### src/rtl/truth_table_sequencer.sv
// rtl/truth_table_sequencer.sv - Sweeps all four {b,a} vectors into a 2-input gate and checks each result against a captured truth table.
module truth_table_sequencer #(
    parameter int HOLD_CYCLES = 10
) (
    input  logic       clk,
    input  logic       rst,
    input  logic       start,
    input  logic [3:0] expect_tt,
    input  logic       dut_out,
    output logic       a,
    output logic       b,
    output logic [1:0] vec_idx,
    output logic       busy,
    output logic       mismatch,
    output logic [2:0] err_count,
    output logic       done,
    output logic       pass
);

    typedef enum logic [1:0] {IDLE, HOLD, SAMPLE, FINISH} state_t;

    localparam logic [7:0] HOLD_LOAD = 8'(HOLD_CYCLES - 1);

    state_t     r_state;
    logic [3:0] r_exp;
    logic [7:0] r_cnt;
    logic [1:0] r_idx;
    logic       r_busy;
    logic       r_mismatch;
    logic [2:0] r_err;
    logic       r_done;
    logic       r_pass;

    always_ff @(posedge clk or posedge rst) begin
        if (rst) begin
            r_state    <= IDLE;
            r_exp      <= 4'd0;
            r_cnt      <= 8'd0;
            r_idx      <= 2'd0;
            r_busy     <= 1'b0;
            r_mismatch <= 1'b0;
            r_err      <= 3'd0;
            r_done     <= 1'b0;
            r_pass     <= 1'b0;
        end else begin
            r_mismatch <= 1'b0;
            r_done     <= 1'b0;
            case (r_state)
                IDLE: begin
                    if (start) begin
                        r_exp   <= expect_tt;
                        r_idx   <= 2'd0;
                        r_err   <= 3'd0;
                        r_pass  <= 1'b0;
                        r_busy  <= 1'b1;
                        r_cnt   <= HOLD_LOAD;
                        r_state <= HOLD;
                    end
                end
                HOLD: begin
                    if (r_cnt == 8'd0) begin
                        r_state <= SAMPLE;
                    end else begin
                        r_cnt <= r_cnt - 8'd1;
                    end
                end
                SAMPLE: begin
                    if (dut_out != r_exp[r_idx]) begin
                        r_mismatch <= 1'b1;
                        if (r_err != 3'd4) begin
                            r_err <= r_err + 3'd1;
                        end
                    end
                    // The last vector stays applied through FINISH.
                    if (r_idx == 2'd3) begin
                        r_state <= FINISH;
                    end else begin
                        r_idx   <= r_idx + 2'd1;
                        r_cnt   <= HOLD_LOAD;
                        r_state <= HOLD;
                    end
                end
                FINISH: begin
                    r_done  <= 1'b1;
                    r_pass  <= (r_err == 3'd0);
                    r_busy  <= 1'b0;
                    r_state <= IDLE;
                end
                default: r_state <= IDLE;
            endcase
        end
    end

    assign a         = r_idx[0];
    assign b         = r_idx[1];
    assign vec_idx   = r_idx;
    assign busy      = r_busy;
    assign mismatch  = r_mismatch;
    assign err_count = r_err;
    assign done      = r_done;
    assign pass      = r_pass;

endmodule
### config.mk
export PLATFORM = sky130hd
export DESIGN_NAME = truth_table_sequencer
export DESIGN_NICKNAME = d
export VERILOG_FILES = /design/src/rtl/truth_table_sequencer.sv
export SDC_FILE = /design/constraint.sdc
export NUM_CORES = 1
export LEC_CHECK = 0
export CORE_ASPECT_RATIO = 1.2
export CORE_UTILIZATION = 56
export CTS_CLUSTER_DIAMETER = 100
export DETAILED_ROUTE_END_ITERATION = 10
export GPL_ROUTABILITY_DRIVEN = 0
export PLACE_DENSITY_LB_ADDON = 0.3
export SYNTH_ARGS = -nofsm -noshare
export SYNTH_HDL_FRONTEND = slang
export SYNTH_SLANG_ARGS = --single-unit
### constraint.sdc
create_clock -name clk -period 3.6 [get_ports clk]
set_clock_uncertainty 0.15 [all_clocks]
set_input_delay 0.54 -clock clk [delete_from_list [all_inputs] [get_ports clk]]
set_output_delay 0.54 -clock clk [all_outputs]
set_load 0.03 [all_outputs]
==> impl_results.md, run 1 <==
* Wire length on met3 at 55 microns
* Most frequent cells in the layout: 23 x dfrtp_1, 18 x clkdlybuf4s50_1, 10 x nand2_1, 10 x inv_1, 7 x nor2_1
* Finished Core Util at 70.57%
* Layout filler cell count at 158
* Post-synth ARST share at 100.0%
* Max Used Layer: met4
* Detailed placement HPWL at 1565 microns
* Die area at 0.002379 sq mm
* Multi-input combinational cell area at 589.3 sq um
* RSZ-0062 raised after global routing: false
* Peak VDD IR at 0.2813 mV
* Die Ht at 53.24 microns
* Post-CTS setup repair buffer count at 0
* GRT Total Usage at 20.99%
* EDFF count, synth at 0
* Vias at 826
* Synth unique cells at 36
* Row cnt at 18
* Largest net degree at the start of global routing at 24
* Critical path buffers and inverters at 1
* Drt initial violations at 8
* WL met1 at 924 microns
* Pleak at 0.0006368 uW
* Least-Margin Pin Slew at 0.8543 ns
* Comb pwr share at 25.1%
* First-pass GRT wire length at 3519 microns
* Max cap viols at 0
* Initial antenna violation count at 0
* CTS Hold Bufs at 0
* Crit share post-route at 61.88%
* Sequential fraction of the synthesis area at 46.99%
* Die X at 44.70 microns
* Initial Utilization at 59.77%
* Clock buffer depth at 2
* # setup viols final at 0
* CP Data Required Time at 2.91 ns
* Root Buffer: clkbuf_4
* Clk network pwr share at 21.9%
* Met2 Routed Length at 1069 microns
* DRC Markers at 0
* Layout overhead on the synthesized area at 18.08%
* Antenna Cells at 0
* P_int at 383.7 uW
* Clk sinks at 23
* PostCTS Resize Cnt at 0
* Vias in the first global route at 787
* Layout Nets at 145
* DR WL/cell at 13.01 microns
* Synth warn at 0
* Drt pass-1 iters at 4
* Max Fclk at 448.9 MHz
* CTS tree: yes
* Final WS setup at 1.372 ns
* Register area at 575.6 sq um
* Commonest non-fill, non-tap cell in the layout: dfrtp_1
* CTS buffer count at 3
* PwrDens at 385.0 mW/mm^2
* CP arrival at 1.54 ns
* #FFs+latches synth at 23
* Fin. max-slew vios at 0
* Switching share of total power at 31.09%
* DR vias/cell at 5.130
* Grt ovf at 0
* Sum Neg Setup Slack at 0 ns
* Final hold violations at 0
* Part of the power in registers at 53.0%
* Fin crit period at 2.228 ns
* Crit path max fanout at 7
* Post-synthesis cell area at 0.001225 sq mm
* Post-synthesis net count at 126
* Clk_lat worst skew at 0.32 ns
* Synth Flop Type: dfrtp_1
* Critical path class: register to primary output
* WL final at 2095 microns
* Avg Inst Size Synth at 10.84 sq um
* Placement Setup Slack at 1.268 ns
* Status: complete, no violations
* Delay-heaviest family, CP: buffers and inverters
* Post-DRT Antenna Nets at 0
* Max-slew headroom at 42.98%
* Switching power at 173.1 uW
* CP endpoint kind: primary output
* Min-Delay Path Class: register to register
* Share of post-route cells with drive strength above 1 at 13.74%
* Cells after Synth at 113
* Slowest stage delay, CP at 0.72 ns
* CTS clk-pin slew, worst paths at 0.12 ns
* Core Area at 0.002049 sq mm
* IO Pins at 19
* CTS H-tree depth at 1
* Slowest cell on crit path: clkdlybuf4s50_1
* CP Launch Type: register
* I/O Buffers at 18
* CP Cell Sequence: clkdlybuf4s50_1
[Yosys cell counts, types with 3 or more instances]
library cell | number | area share [%]
dfrtp_1 | 23 | 47
nand2b_1 | 5 | 2.6
mux2i_1 | 3 | 2.5
inv_1 | 10 | 3.1
xnor2_1 | 6 | 4.3
o21ai_0 | 3 | 1.2
nor2_1 | 7 | 2.1
nand2_1 | 10 | 3.1
mux2_2 | 4 | 3.7
nand3_1 | 3 | 1.2
ha_1 | 5 | 5.1
a211oi_1 | 3 | 1.8
[layer usage]
| layer | vias to the layer above | global-route usage (%) |
|---|---|---|
| met5 | - | 0 |
| met4 | 0 | 9.091 |
| met2 | 14 | 35.29 |
| met3 | 5 | 4.096 |
| li1 | 419 | - |
| met1 | 388 | 25.82 |
[layout make-up]
| class | count | area share, % |
|---|---|---|
| sequential | 23 | 39.79 |
| timing repair buffer | 18 | 12.46 |
| clock buffer | 4 | 1.817 |
| multi-input combinational | 76 | 40.74 |
| inverter | 10 | 2.595 |
| tap | 30 | 2.595 |
[sequential cells by signal, summed over array words and instances (netlist names)]
| name | flops |
|---|---|
| busy | 1 |
| done | 1 |
| err_count | 3 |
| mismatch | 1 |
| pass | 1 |
| r_cnt | 8 |
| r_exp | 4 |
| r_state | 2 |
| vec_idx | 2 |
[stage by stage]
step           cells  instance area (sq um)  total power, uW  hold WS [ns]
3_3_place_gp     157                   1420            434.8        0.3098
3_5_place_dp     157                   1420            440.7        0.3292
4_1_cts          161                   1446            559.1        0.3585
2_1_floorplan    113                   1225            397.5        0.3239
5_1_grt          161                   1446            586.6        0.3848
6_report         161                   1446            556.8        0.3543
[worst paths after layout]
path | slack, ns | start | cells after the start | endpoint
worst max-delay path | 1.37 | vec_idx[0]$_DFFE_PP0P_ | 1 | vec_idx[0]
worst min-delay path | 0.35 | busy$_DFFE_PP0P_ | 2 | busy$_DFFE_PP0P_
worst max register to register | 1.56 | vec_idx[0]$_DFFE_PP0P_ | 5 | r_cnt[1]$_DFFE_PP0P_
worst min register to register | 0.35 | busy$_DFFE_PP0P_ | 2 | busy$_DFFE_PP0P_
max in group asynchronous | 2.25 | rst | 2 | mismatch$_DFF_PP0_
min in group asynchronous | 0.53 | rst | 2 | r_cnt[7]$_DFFE_PP0P_
[cells by family after synthesis]
group,Yosys count,share of synthesized area (%)
xor+xnor,7,5.618
mux,8,7.967
buf+inv,14,4.903
compound gates,15,8.477
simple gates,41,20.94
flops,23,46.99
fa+ha+maj,5,5.107
[power groups by stage]
stage	clock network [uW]	logic [uW]	registers, uW
6_report	122	140	295
4_1_cts	122	142	295
3_3_place_gp	0	136	299
3_5_place_dp	0	141	300
5_1_grt	134	155	298
2_1_floorplan	0	86.4	311
Power figures use the tool's default switching activity.
==> run 2: changes to the inputs <==
- CORE_UTILIZATION: 56 -> 52
- clock period: 3.6 -> 2.1 ns (I/O delays scaled with it)
==> impl_results.md, run 2 (synthesis gave the netlist of run 1 again) <==
* Core Area at 0.002140 sq mm (was 0.002049 sq mm)
* Final hold violations at 0 (unchanged)
* Slowest stage delay, CP at 0.72 ns (about the same)
* P_int at 657.6 uW (was 383.7 uW)
* Die Ht at 55.17 microns (was 53.24 microns)
* Minimum hold slack at 0.1866 ns (was 0.3543 ns)
* CP Launch Type: register (unchanged)
* Drt initial violations at 9 (was 8)
* Initial antenna violation count at 0 (unchanged)
* Layout overhead on the synthesized area at 19.41% (was 18.08%)
* Post-DRT Antenna Nets at 0 (unchanged)
* Antenna Cells at 0 (unchanged)
* Switching power at 296.5 uW (was 173.1 uW)
* CP arrival at 1.51 ns (was 1.54 ns)
* Initial Utilization at 57.25% (was 59.77%)
* Clk sinks at 23 (unchanged)
* Commonest non-fill, non-tap cell in the layout: dfrtp_1 (unchanged)
* CTS tree: yes (unchanged)
* DRC Markers at 0 (unchanged)
* CP Data Required Time at 1.63 ns (was 2.91 ns)
* Pleak at 0.0006495 uW (was 0.0006368 uW)
* Clk network pwr share at 21.1% (was 21.9%)
* CTS clk-pin slew, worst paths at 0.13 ns (was 0.12 ns)
* Max-slew headroom at 59.22% (was 42.98%)
* Reg with most FFs: r_cnt (unchanged)
* Vias at 836 (was 826)
* Min-Delay Path Class: input pin to async pin (was register to register)
* Sum Neg Setup Slack at 0 ns (unchanged)
* Row cnt at 18 (unchanged)
* Fin crit period at 1.978 ns
* Clk_lat worst skew at 0.30 ns (was 0.32 ns)
* Comb pwr share at 25.9% (was 25.1%)
* Peak VDD IR at 0.5555 mV (was 0.2813 mV)
* WL final at 2253 microns (was 2095 microns)
* Finished Core Util at 68.36% (was 70.57%)
* Layout filler cell count at 161 (was 158)
* Critical path buffers and inverters at 1 (unchanged)
* Slowest cell on crit path: clkdlybuf4s50_1 (unchanged)
* Largest register FFs at 8 (unchanged)
* CP endpoint kind: primary output (unchanged)
* RSZ-0062 raised after global routing: false (unchanged)
* Part of the power in registers at 53.0% (about the same)
* Crit path max fanout at 7 (unchanged)
* Delay-heaviest family, CP: buffers and inverters (unchanged)
* IO Pins at 19 (unchanged)
* Drt pass-1 iters at 4 (unchanged)
* GRT Total Usage at 20.93% (was 20.99%)
* # setup viols final at 0 (unchanged)
* Vias in the first global route at 855 (was 787)
* Max cap viols at 0 (unchanged)
* PwrDens at 652.3 mW/mm^2 (was 385.0 mW/mm^2)
* CTS H-tree depth at 1 (unchanged)
* Max Fclk at 505.5 MHz
* I/O Buffers at 18 (unchanged)
* DR vias/cell at 5.129 (was 5.130)
* CTS Hold Bufs at 0 (unchanged)
* Root Buffer: clkbuf_4 (unchanged)
* Clock buffer depth at 2 (unchanged)
* CTS buffer count at 3 (unchanged)
* CP Cell Sequence: clkdlybuf4s50_1 (unchanged)
* Largest net degree at the start of global routing at 24 (unchanged)
* Post-CTS setup repair buffer count at 0 (unchanged)
* Switching share of total power at 31.07% (was 31.09%)
* R2r setup slk at 0.17 ns (was 1.56 ns)
* Crit share post-route at 94.20%
* Least-Margin Pin Slew at 0.6070 ns (was 0.8543 ns)
* First-pass GRT wire length at 3808 microns (was 3519 microns)
* Most frequent cells in the layout: 23 x dfrtp_1, 18 x clkdlybuf4s50_1, 10 x nand2_1, 10 x inv_1, 7 x nor2_1 (unchanged)
* Layout Nets at 147 (was 145)
* Die X at 46.31 microns (was 44.70 microns)
* Detailed placement HPWL at 1779 microns (was 1565 microns)
* Share of post-route cells with drive strength above 1 at 15.79% (was 13.74%)
* DR WL/cell at 13.82 microns (was 13.01 microns)
* Critical path class: register to primary output (unchanged)
* Die area at 0.002554 sq mm (was 0.002379 sq mm)
* PostCTS Resize Cnt at 0 (unchanged)
* Grt ovf at 0 (unchanged)
* Status: complete, no violations (unchanged)
* Fin. max-slew vios at 0 (unchanged)
run 2: changes by cell type in the layout (fill, tap and decap cells not counted), sizes merged:
cell    previous run  this run
clkbuf             4         3
clkinv             0         1
buf                0         2
run 2: layout make-up:
type | instances | area [sq um] | share of cell area, %
multi-input combinational | 76 | 589.3 | 40.29
sequential | 23 | 575.6 | 39.35
timing repair buffer | 20 | 195.2 | 13.34
inverter | 10 | 37.54 | 2.566
tap | 30 | 37.54 | 2.566
clock buffer | 3 | 22.52 | 1.540
clock inverter | 1 | 5.005 | 0.3422
run 2: through the flow:
stage	power [uW]	setup WS, ns	area [sq um]	std cells
4_1_cts	964.5	0.1066	1463	163
5_1_grt	1008	0.002769	1463	163
3_5_place_dp	764.2	0.2031	1435	159
3_3_place_gp	750.7	0.2794	1435	159
6_report	954.1	0.1217	1463	163
2_1_floorplan	681.5	0.1161	1225	113
run 2: power by group through the flow:
stage / registers [uW] / logic (uW) / clock network [uW]
6_report: 506 / 247 / 201
5_1_grt: 511 / 274 / 223
4_1_cts: 506 / 251 / 208
3_5_place_dp: 514 / 250 / 0
3_3_place_gp: 512 / 239 / 0
2_1_floorplan: 533 / 148 / 0
run 2: layer usage:
layer	vias to the layer above	GRT usage, %	part of all wire (%)
met1	399	24.02	42
met4	0	4.412	0
li1	427	-	-
met3	0	1.948	2.1
met2	10	40.74	56
met5	-	0	0
run 2: path summary, 6_finish.rpt:
kind / cells after the start / to / from
worst max-delay path: 1 / vec_idx[0] / vec_idx[0]$_DFFE_PP0P_
worst min-delay path: 3 / r_cnt[1]$_DFFE_PP0P_ / rst
worst max register to register: 4 / err_count[0]$_DFFE_PP0P_ / vec_idx[0]$_DFFE_PP0P_
worst min register to register: 2 / busy$_DFFE_PP0P_ / busy$_DFFE_PP0P_
max in group asynchronous: 3 / err_count[1]$_DFFE_PP0P_ / rst
min in group clk: 2 / busy$_DFFE_PP0P_ / busy$_DFFE_PP0P_
